## config.mk

```make
export PLATFORM = sky130hd
export DESIGN_NAME = uc_sequencer
export DESIGN_NICKNAME = d
export VERILOG_FILES = /design/src/rtl/uc_sequencer.sv
export SDC_FILE = /design/constraint.sdc
export NUM_CORES = 1
export LEC_CHECK = 0
export CORE_ASPECT_RATIO = 1.1
export CORE_MARGIN = 1
export CORE_UTILIZATION = 53
export CTS_CLUSTER_SIZE = 8
export DETAILED_ROUTE_END_ITERATION = 6
export PLACE_DENSITY = 0.78
export SETUP_SLACK_MARGIN = 0.2
export SLEW_MARGIN = 20
export SYNTH_ARGS = -nofsm -noshare
export SYNTH_HDL_FRONTEND = slang
export SYNTH_SLANG_ARGS = --single-unit
export TNS_END_PERCENT = 5
```

## constraint.sdc

```tcl
create_clock -name clock -period 3.1 [get_ports clock]
set_input_delay 0.465 -clock clock [delete_from_list [all_inputs] [get_ports clock]]
set_output_delay 0.465 -clock clock [all_outputs]
set_load 0.02 [all_outputs]
```

## src/rtl/uc_sequencer.sv

```systemverilog
// Microprogram sequencer: next-address select, loop counter and
// return stack for the microcode ROM address path.
module uc_sequencer #(
  parameter int ADDR_WIDTH  = 11,
  parameter int STACK_DEPTH = 5,
  parameter int COUNT_WIDTH = 11,
  parameter logic [ADDR_WIDTH-1:0] RESET_ADDR = '0
) (
  input  logic                  clock,
  input  logic                  reset_n,
  input  logic [3:0]            instr,
  input  logic                  cond,
  input  logic                  cc_en,
  input  logic [ADDR_WIDTH-1:0] d_in,
  input  logic [ADDR_WIDTH-1:0] r_in,
  input  logic [ADDR_WIDTH-1:0] or_in,
  input  logic                  hold,
  output logic [ADDR_WIDTH-1:0] y,
  output logic                  count_zero,
  output logic                  stack_empty,
  output logic                  stack_full,
  output logic                  stack_err
);

  localparam int SPW = $clog2(STACK_DEPTH + 1);
  localparam logic [SPW-1:0] FULL = SPW'(STACK_DEPTH);

  typedef enum logic [3:0] {
    JZ, CJS, JMAP, CJP, PUSH, JSRP, CJC, JRP,
    RFCT, RPCT, CRTN, CJPP, LDCT, LOOP, CONT, TWB
  } op_t;

  op_t                   op;
  logic [ADDR_WIDTH-1:0] upc;
  logic [ADDR_WIDTH-1:0] top;
  logic [ADDR_WIDTH-1:0] y_next;
  logic [ADDR_WIDTH-1:0] stack [STACK_DEPTH];
  logic [SPW-1:0]        sp;
  logic [SPW-1:0]        sp_m1;
  logic [COUNT_WIDTH-1:0] cnt;
  logic pass, cnt_nz;
  logic push, pop, load, dec, clr;

  assign op     = op_t'(instr);
  assign pass   = ~cc_en | cond;
  assign cnt_nz = (cnt != '0);
  assign sp_m1  = sp - 1'b1;

  always_comb begin
    top = RESET_ADDR;
    for (int i = 0; i < STACK_DEPTH; i++)
      if (sp != '0 && sp_m1 == SPW'(i))
        top = stack[i];
  end

  always_comb begin
    y_next = upc;
    push   = 1'b0;
    pop    = 1'b0;
    load   = 1'b0;
    dec    = 1'b0;
    clr    = 1'b0;
    unique case (op)
      JZ: begin
        y_next = RESET_ADDR;
        clr    = 1'b1;
      end
      CJS: if (pass) begin
        y_next = d_in;
        push   = 1'b1;
      end
      JMAP: y_next = r_in;
      CJP: if (pass) y_next = d_in;
      PUSH: begin
        push = 1'b1;
        load = pass;
      end
      JSRP: begin
        push   = 1'b1;
        y_next = pass ? d_in : r_in;
      end
      CJC: if (pass) y_next = d_in | or_in;
      JRP: y_next = pass ? d_in : r_in;
      RFCT: if (cnt_nz) begin
        y_next = top;
        dec    = 1'b1;
      end else begin
        pop = 1'b1;
      end
      RPCT: if (cnt_nz) begin
        y_next = d_in;
        dec    = 1'b1;
      end
      CRTN: if (pass) begin
        y_next = top;
        pop    = 1'b1;
      end
      CJPP: if (pass) begin
        y_next = d_in;
        pop    = 1'b1;
      end
      LDCT: load = 1'b1;
      LOOP: if (pass) pop = 1'b1;
        else y_next = top;
      CONT: y_next = upc;
      TWB: if (pass) begin
        pop = 1'b1;
      end else if (cnt_nz) begin
        y_next = top;
        dec    = 1'b1;
      end else begin
        y_next = d_in;
        pop    = 1'b1;
      end
      default: y_next = upc;
    endcase
  end

  // y is forced during reset so the ROM sees the reset vector at once
  assign y           = reset_n ? y_next : RESET_ADDR;
  assign count_zero  = ~cnt_nz;
  assign stack_empty = (sp == '0);
  assign stack_full  = (sp == FULL);

  always_ff @(posedge clock or negedge reset_n) begin
    if (!reset_n) begin
      upc       <= RESET_ADDR;
      sp        <= '0;
      cnt       <= '0;
      stack_err <= 1'b0;
      for (int i = 0; i < STACK_DEPTH; i++)
        stack[i] <= '0;
    end else if (!hold) begin
      upc <= y_next + 1'b1;
      if (load)
        cnt <= COUNT_WIDTH'(d_in);
      else if (dec)
        cnt <= cnt - 1'b1;
      if (clr) begin
        sp        <= '0;
        stack_err <= 1'b0;
      end else if (push) begin
        // a full stack keeps its depth and replaces the newest entry
        if (sp == FULL) begin
          stack[STACK_DEPTH-1] <= upc;
          stack_err            <= 1'b1;
        end else begin
          for (int i = 0; i < STACK_DEPTH; i++)
            if (sp == SPW'(i))
              stack[i] <= upc;
          sp <= sp + 1'b1;
        end
      end else if (pop) begin
        if (sp == '0)
          stack_err <= 1'b1;
        else
          sp <= sp - 1'b1;
      end
    end
  end

endmodule

```

# Yosys cells after proc, flatten, opt, wreduce, memory -nomap -nowiden
# Cells that the tools add are included.
[word_totals]
out_inout_bits = 15
ff_bits = 81
[classes]
bitwise_logic = 7
eq_ne = 26
n_addsub = 4
mux = 40
n_reduce_logical = 27
[op_table]
columns = ["operator", "count"]
rows = [
  ["11-bit two-way mux", 19],
  ["11-bit one-hot mux with 10 select lines", 1],
  ["4-bit == test (second input constant)", 7],
  ["5-bit AND reduction", 4],
  ["4-bit by 3-bit == test with 1-bit output (second input constant)", 4],
  ["3-bit two-way mux", 5],
  ["3-bit by 2-bit == test with 1-bit output (second input constant)", 4],
  ["4-bit AND reduction", 3],
  ["11-bit by 1-bit adder with 11-bit output (second input constant)", 1],
  ["1-bit two-way mux", 11],
  ["11-bit bitwise OR", 1],
  ["11-bit nonzero test", 1],
  ["11-bit by 1-bit subtractor with 11-bit output (second input constant)", 1],
  ["3-bit == test (second input constant)", 3],
  ["3-bit nonzero test", 3],
  ["4-bit by 2-bit == test with 1-bit output (second input constant)", 2],
  ["3-bit by 1-bit == test with 1-bit output (second input constant)", 2],
  ["3-bit logical NOT", 2],
  ["3-bit by 2-bit inequality test with 1-bit output (second input constant)", 2],
  ["1-bit one-hot mux with 2 select lines", 3],
  ["2-bit OR reduction", 3],
  ["3-bit OR reduction", 2],
  ["1-bit logical AND", 5],
  ["1-bit NOT", 5],
  ["9 further kinds", 10],
]

# Depth between registers and ports, before layout
[logic_depth]
depth_word = 12
depth_mapped = 15
ltp_nobuf = 14

# Worst setup path after synthesis
# Ideal clock, no wire load.
[synth_timing]
path_kind = "reg2out"
from = "reg sp[0]"
to = "out y[4]"
path_stages_with_launch = 12
t_required_ns = 2.635
setup_slack_ns = -0.012
t_arrival_ns = 2.647
path_cell_list = "dfrtp_1 -> inv_1 -> ha_1 -> xnor2_1 -> and2_1 -> clkbuf_1 -> a32oi_1 -> a21oi_1 -> a21oi_1 -> o211ai_1 -> o21ai_0 -> a21oi_1"
[synth_via]
elab_chain_cells = 12
[synth_rtl]
columns = ["element", "line", "source"]
rows = [
  ["from (decl)", "38", "logic [SPW-1:0] sp;"],
  ["from (signal assigned)", "151", "sp <= sp + 1'b1;"],
  ["from (signal assigned)", "157", "sp <= sp - 1'b1;"],
  ["3-bit by 1-bit subtractor with 3-bit output", "47", "assign sp_m1 = sp - 1'b1;"],
  ["3-bit logical NOT", "52", "if (sp != '0 && sp_m1 == SPW'(i))"],
  ["1-bit logical AND", "52", ""],
  ["11-bit two-way mux (4 in a row)", "52", ""],
  ["11-bit two-way mux *", "52", ""],
  ["11-bit two-way mux", "108", "end else if (cnt_nz) begin"],
  ["11-bit two-way mux", "106", "TWB: if (pass) begin"],
  ["11-bit one-hot mux with 10 select lines *", "63", "unique case (op)"],
  ["11-bit two-way mux *", "120", "assign y = reset_n ? y_next : RESET_ADDR;"],
  ["to (decl)", "18", "output logic [ADDR_WIDTH-1:0] y,"],
]
# Every way passes the cells marked *; elsewhere a longest branch is shown, timed or not.

# Worst setup path in the final report
[layout_timing]
from = "reg sp[1]"
to = "reg upc[7]"
[layout_via]
elab_chain_cells = 12
[layout_rtl]
columns = ["element", "line", "source"]
rows = [
  ["3-bit by 1-bit subtractor with 3-bit output", "47", ""],
  ["3-bit logical NOT", "52", ""],
  ["1-bit logical AND", "52", ""],
  ["11-bit two-way mux (4 in a row)", "52", ""],
  ["11-bit two-way mux *", "52", ""],
  ["11-bit two-way mux", "108", ""],
  ["11-bit two-way mux", "106", ""],
  ["11-bit one-hot mux with 10 select lines *", "63", ""],
  ["11-bit by 1-bit adder with 11-bit output *", "134", "upc <= y_next + 1'b1;"],
  ["to (signal assigned)", "134", ""],
  ["to (decl)", "34", "logic [ADDR_WIDTH-1:0] upc;"],
]
# Marked as above.
# A chain may end at the register's enable or synchronous reset.

==> summary.txt <==
Detailed routing
  – Routed wire length: 25200 µm
  – Routed len/inst: 23.8 µm
  – Antenna Nets Post-Route: 0
  – Vias after detailed routing: 7183
  – Initial drt markers: 883
  – Routed vias/inst: 6.78
  – DRC: 1
  – DRT Pass-1 Iters: 7

Die
  – Core Box Area: 11000 µm²
  – Initial Util: 0.547
  – Die width: 103 µm
  – IO Count: 57
  – Die Height: 114 µm
  – Die Footprint: 11700 µm²
  – Row count: 40

Placement
  – HPWL Detailed: 17100 µm
  – IO buf count: 56
  – Placer Congestion: 0.935

STA
  – WHS: 0.0593 ns
  – Max-slew violation count: 0
  – Slew @ Worst Pin: 0.726 ns
  – Period minus WS final: 3.45 ns
  – Final worst path period share: 1.11
  – Endpoints failing setup: 18
  – Fmax: 290 MHz
  – Final Skew: 0.00647 ns
  – Setup_tns: -4.56 ns
  – RSZ-0062 raised after global routing: true
  – Final Hold Viols: 0
  – Max transition margin: 0.516
  – Setup ws final: -0.346 ns

Yosys
  – Top cells by area, synth: dfrtp_1 34%, mux2_2 9.4%, o21ai_0 4.1%, a21oi_1 3.5%, nor2_1 3.4%
  – FF+latch count, synth: 81
  – Area share of the largest cell type after synthesis: 0.338
  – Syn Nets: 746
  – Mapped Avg Cell Area: 8.63 µm²
  – Cells after Synth: 694
  – Cell Area, Synth: 5990 µm²
  – Top FF cell, synth: dfrtp_1
  – Yosys warning total: 0
  – Asr flop ratio synth: 1.00
  – Cell variety after synth: 79
  – Yosys top cell by area: dfrtp_1
  – Post-synth EDFFs: 0
  – Register area share after synthesis: 0.338

CTS
  – Clk buf depth: 2
  – CTS tree: done
  – Clk root buf: clkbuf_16
  – # hold bufs at CTS: 0
  – Reg clk slew, reported paths: 0.08 ns
  – Clk_lat worst skew: 0.35 ns
  – H-Tree Depth: 3
  – Clock tree sinks: 81
  – Cts bufs inserted: 9

Critical path
  – CP required: 3.38 ns
  – Slowest-stage cell, CP: or4_4
  – Crit path kind: reg2reg
  – Highest cell delay on the worst timing path: 0.58 ns
  – Critical Path Start Type: register
  – Worst path arrival time: 3.72 ns
  – Top cell by count, worst path: buf_6
  – Worst path cell trace: inv_2 > buf_6 > ha_4 > xnor2_4 > and2_4 > buf_4 > a32oi_4 > a211o_1 > a41oi_2 > o22a_2 > buf_6 > buf_6 > o2111ai_4 > or4_4 > a31oi_4
  – Crit Path Max Fanout: 5
  – Critical Path Sink Type: register

Flow run
  – Max Cap Viol: 0

Cells and area
  – Layout cell share with drive strength beyond 1: 0.411
  – N_diodes: 0
  – Nets: 959
  – Fill count: 702
  – Area grow syn2layout: 49.1%

GRT
  – Vias in the first global route: 6814
  – First-pass GRT wire length: 36200 µm
  – Largest net degree at the start of global routing: 59
  – Initial antenna violation count: 0
  – Tot GR Track Use: 0.414
  – Overflow after GRT: 0

Outcome
  – Failing checks: design-rule violations, negative setup slack
  – Status: finished with violations

Power
  – Leak pwr: 0.00393 µW
  – Total power draw: 6760 µW
  – Worst VDD drop: 0.607 mV
  – Pwr Density: 757 nW/µm²

Min path
  – Hold crit path type: in2async
## worst max-delay path: cells and delay by family (launching register included)
kind	cells	cell delay, ns
compound gates	6	1.17
simple gates	2	0.81
buf+inv	5	0.63
flops	1	0.42
fa+ha+maj	1	0.20
xor+xnor	1	0.14
## through the flow
step / setup WS, ns / utilization / cells / instance area (µm²)
final: -0.346 / 0.815 / 1059 / 8930
after global routing: -0.430 / 0.815 / 1059 / 8930
after CTS: -0.309 / 0.781 / 1041 / 8560
after detailed placement: -1.06 / 0.719 / 1016 / 7880
after global placement: -1.09 / 0.719 / 1016 / 7880
after floorplan: 0.155 / - / 694 / 6010
## power breakdown
group          switching, µW  total, µW  leakage [µW]  internal [µW]
clock network            541       1120      0.000150            576
registers                389       1870       0.00102           1480
logic                   1930       3770       0.00276           1850
## per-layer routing
metal / share of wire / up-vias / global-route usage
met5: 0 / - / 0
met4: 0.056 / 0 / 0.222
met3: 0.11 / 133 / 0.0784
met2: 0.46 / 588 / 0.659
met1: 0.37 / 3409 / 0.530
li1: - / 3053 / -
## cell families (layout without fill, tap and decap cells)
kind of cell / Yosys count / count (layout) / synth area share
xor gates and xnor gates: 2 / 2 / 0.00292
and+or+nand+nor: 230 / 230 / 0.207
adders and majority gates: 10 / 10 / 0.0209
AOI/OAI and AO/OA: 237 / 237 / 0.277
DFF: 81 / 81 / 0.338
muxes: 53 / 53 / 0.0990
buffers and inverters: 81 / 299 / 0.0545
## path summary, 6_finish.rpt
| kind | depth (start not counted) | end | startpoint | slack, ns |
|---|---|---|---|---|
| max | 15 | upc[7]$_DFFE_PN0N_ | sp[1]$_DFFE_PN0P_ | -0.35 |
| min | 1 | upc[7]$_DFFE_PN0N_ | reset_n | 0.06 |
| max reg2reg | 15 | upc[7]$_DFFE_PN0N_ | sp[1]$_DFFE_PN0P_ | -0.35 |
| min reg2reg | 1 | stack[28]$_DFFE_PN0P_ | stack[28]$_DFFE_PN0P_ | 0.50 |
| max in group asynchronous | 2 | sp[0]$_DFFE_PN0P_ | reset_n | 1.93 |
| min in group clock | 1 | stack[28]$_DFFE_PN0P_ | stack[28]$_DFFE_PN0P_ | 0.50 |
## cell usage after synthesis, drive strengths merged, types with 5 or more instances
cell    number
nand2b      11
ha          10
buf         20
a221oi      14
a221o       12
nor2        55
clkbuf      38
a32oi        6
nand3       18
dfrtp       81
and3         5
o22ai        9
a21o         5
o21a         5
a21oi       43
o21ai       52
and2        15
o211ai      11
nand2       54
nor2b        8
nand4        8
a211oi      13
o31ai       10
mux2        50
nand4b       5
inv         23
a31oi       10
nor3        18
## sequential cells by signal, summed over array words and instances, names as in the netlist
signal and count:
upc 11, cnt 11, stack_err 1, stack 55, sp 3
## cell type report
type | count | area (µm²) | area share
sequential | 81 | 2030 | 0.227
inverter | 23 | 86.3 | 0.00966
timing repair buffer | 260 | 2150 | 0.240
clock buffer | 9 | 225 | 0.0252
tap | 147 | 184 | 0.0206
multi-input combinational | 532 | 4180 | 0.467
clock inverter | 7 | 86.3 | 0.00966
## cells in the final DEF, fill, tap and decap left out, types with 7 or more instances in the layout
cell type        synthesis  final
buf_4                    1    193
dfrtp_1                 81     80
nor2_1                  55     55
nand2_1                 54     52
mux2_2                  50     50
o21ai_0                 49     39
clkdlybuf4s50_1          0     39
a21oi_1                 42     35
inv_1                   22     19
nor3_1                  17     17
buf_6                    0     17
nand3_1                 17     14
a221o_1                 12     12
and2_1                  15     12
nand2b_1                11     11
a221oi_1                14     10
o211ai_1                10     10
a211oi_1                13      9
clkbuf_16                0      9
nand4_1                  8      8
o22ai_1                  9      8
o21ai_1                  3      8
a31oi_1                 10      7
a21oi_2                  0      7
## repair_timing
action | in CTS | in global routing
setup endpoints to repair | 22 | 22
gates resized for setup | 123 | 57
cloned | 0 | 1
buffers inserted | 9 | 17
pin swaps | 30 | 40
Note: power is estimated with default switching activity, not from simulation.
==> edit: new RTL, same settings <==
`COUNT_WIDTH`: 11 -> 9.
--- a/src/rtl/uc_sequencer.sv
+++ b/src/rtl/uc_sequencer.sv
@@ -3,7 +3,7 @@
 module uc_sequencer #(
   parameter int ADDR_WIDTH  = 11,
   parameter int STACK_DEPTH = 5,
-  parameter int COUNT_WIDTH = 11,
+  parameter int COUNT_WIDTH = 9,
   parameter logic [ADDR_WIDTH-1:0] RESET_ADDR = '0
 ) (
   input  logic                  clock,
Function: changed (a bounded check fails within 4 cycles, from zero or initial values and one cycle with reset_n low).
==> edit against the unedited design <==
The run ends with setup timing left; non-clock buffer count is 12 higher; combinational power grew 11%; cell area is 2.1% higher; register-to-register slack worse by 260 ps; die area rose by 1.9%; clock skew is 7.4 ps higher; sequential cell count is 2 lower; setup slack lost 330 ps; power rose by 7.1%; routed wire length up 17%; first-iteration DRC count up 7.0%; synthesized area is 1.9% higher; count of clock-buffer cells in the layout is 2 higher; largest power group unchanged.
==> edit: results (changes against the unedited design) <==
outcome:
  violations: "setup timing"
  status: "finished, violations left"
global_route:
  first_global_vias: 7707  # +13%
  grt_use_met2_pct: 78.6  # +13 points
  use_met1_pct: 56.3  # +3.3 points
  grt_use_met3_pct: 10.2  # +2.4 points
  grt_pass1_wl_microns: 43200  # +19%
  grt_max_degree: 77  # +31%
  grt_usage_pct: 47.8  # +6.4 points
worst_setup_path:
  critPathArrivalTime_ps: 3310  # -410 ps
  r2r-end: "upc[10]$_DFFE_PN0N_"
  critPathSlowestCell: "or4b_4"
  worst-setup-path-type: "reg -> out"
  endpoint: "y[2]"
  rrSetupSlack_ps: -610  # -260 ps
  worst-path-max-fanout: 6  # +1
  critPathMaxStageDelay_ps: 530  # -50 ps
sta:
  maxSlewHeadroom_pct: 40.5  # -11 points
  final-setup-viol-count: 21  # +3
  setup_ws_ps: -673  # -327 ps
  fin_skew_ps: 13.9  # +7.42 ps
place:
  dpl_cell_area_sq_um: 8080  # +2.5%
  gp_congestion: 1.07  # +14%
  place_ws_ps: -789  # +271 ps
  place_hpwl_microns: 18400  # +7.5%
finish:
  layout-drive-gt1-share_pct: 41.4  # +0.30 points
  nNetsFinal: 992  # +3.4%
  largestRegisters: "stack (55), upc (11), cnt (9)"
drt:
  wl_met1_microns: 10100  # +7.9%
  wl_microns: 29400  # +17%
  drtIter0Drc: 945  # +7.0%
  wl_met3_microns: 3640  # +29%
  dr_wl_met2_microns: 13000  # +12%
logic_synthesis:
  synthMuxAreaShare_pct: 11.1  # +1.2 points
  synth_area_per_cell_sq_um: 8.52  # -1.3%
  synthTopCellsByArea: "dfrtp_1 32%, mux2_2 10%, o21ai_0 5.2%, a21oi_1 4.4%, nand2_1 4.3%"
  synth-compound-area-share_pct: 24.5  # -3.2 points
  synth-xor-area-share_pct: 1.29  # +1.0 points
  ys_seq_area_share_pct: 32.4  # -1.5 points
  yosys-top-cells-count: "79 x dfrtp_1, 70 x nand2_1, 63 x o21ai_0"
  synth_adder_area_share_pct: 2.05  # -0.039 points
  yosysUniqueCellTypes: 89  # +13%
power_and_ir_drop:
  ir_worst_vdd_uv: 705  # +16%
cts:
  clock_latency_ps: 350  # about the same
  root_buffer: "clkbuf_16"
## edit: area by class of cell
type                    instances  area (sq um)
clock buffers                  11           253
clock inverters                 4          52.6
fillers                       622          1940
inverters                      17          71.3
multi-input cells             561          4270
flip-flops and latches         79          1980
well taps                     147           184
repair buffers                272          2320
## edit: what timing repair did
action                                 4_1_cts  5_1_grt
buffers inserted                            19        6
gates resized for setup                    120       40
endpoints found under the hold margin        3        0
cloned                                       1        0
pin swaps                                   29       17
setup endpoints to repair                   25       28
hold buffers                                 1        0
## edit: metrics by stage
stage          hold slack [ps]  setup TNS [ps]
3_5_place_dp               307          -13220
4_1_cts                    491           -5500
6_report                   489           -8970
3_3_place_gp               303          -11340
5_1_grt                    499          -10460
2_1_floorplan              169           -60.8
## edit: power breakdown
| part | switching (mW) | internal [mW] | total (mW) |
|---|---|---|---|
| Combinational | 2.23 | 1.96 | 4.19 |
| Clock | 0.469 | 0.667 | 1.14 |
| Sequential | 0.470 | 1.45 | 1.92 |
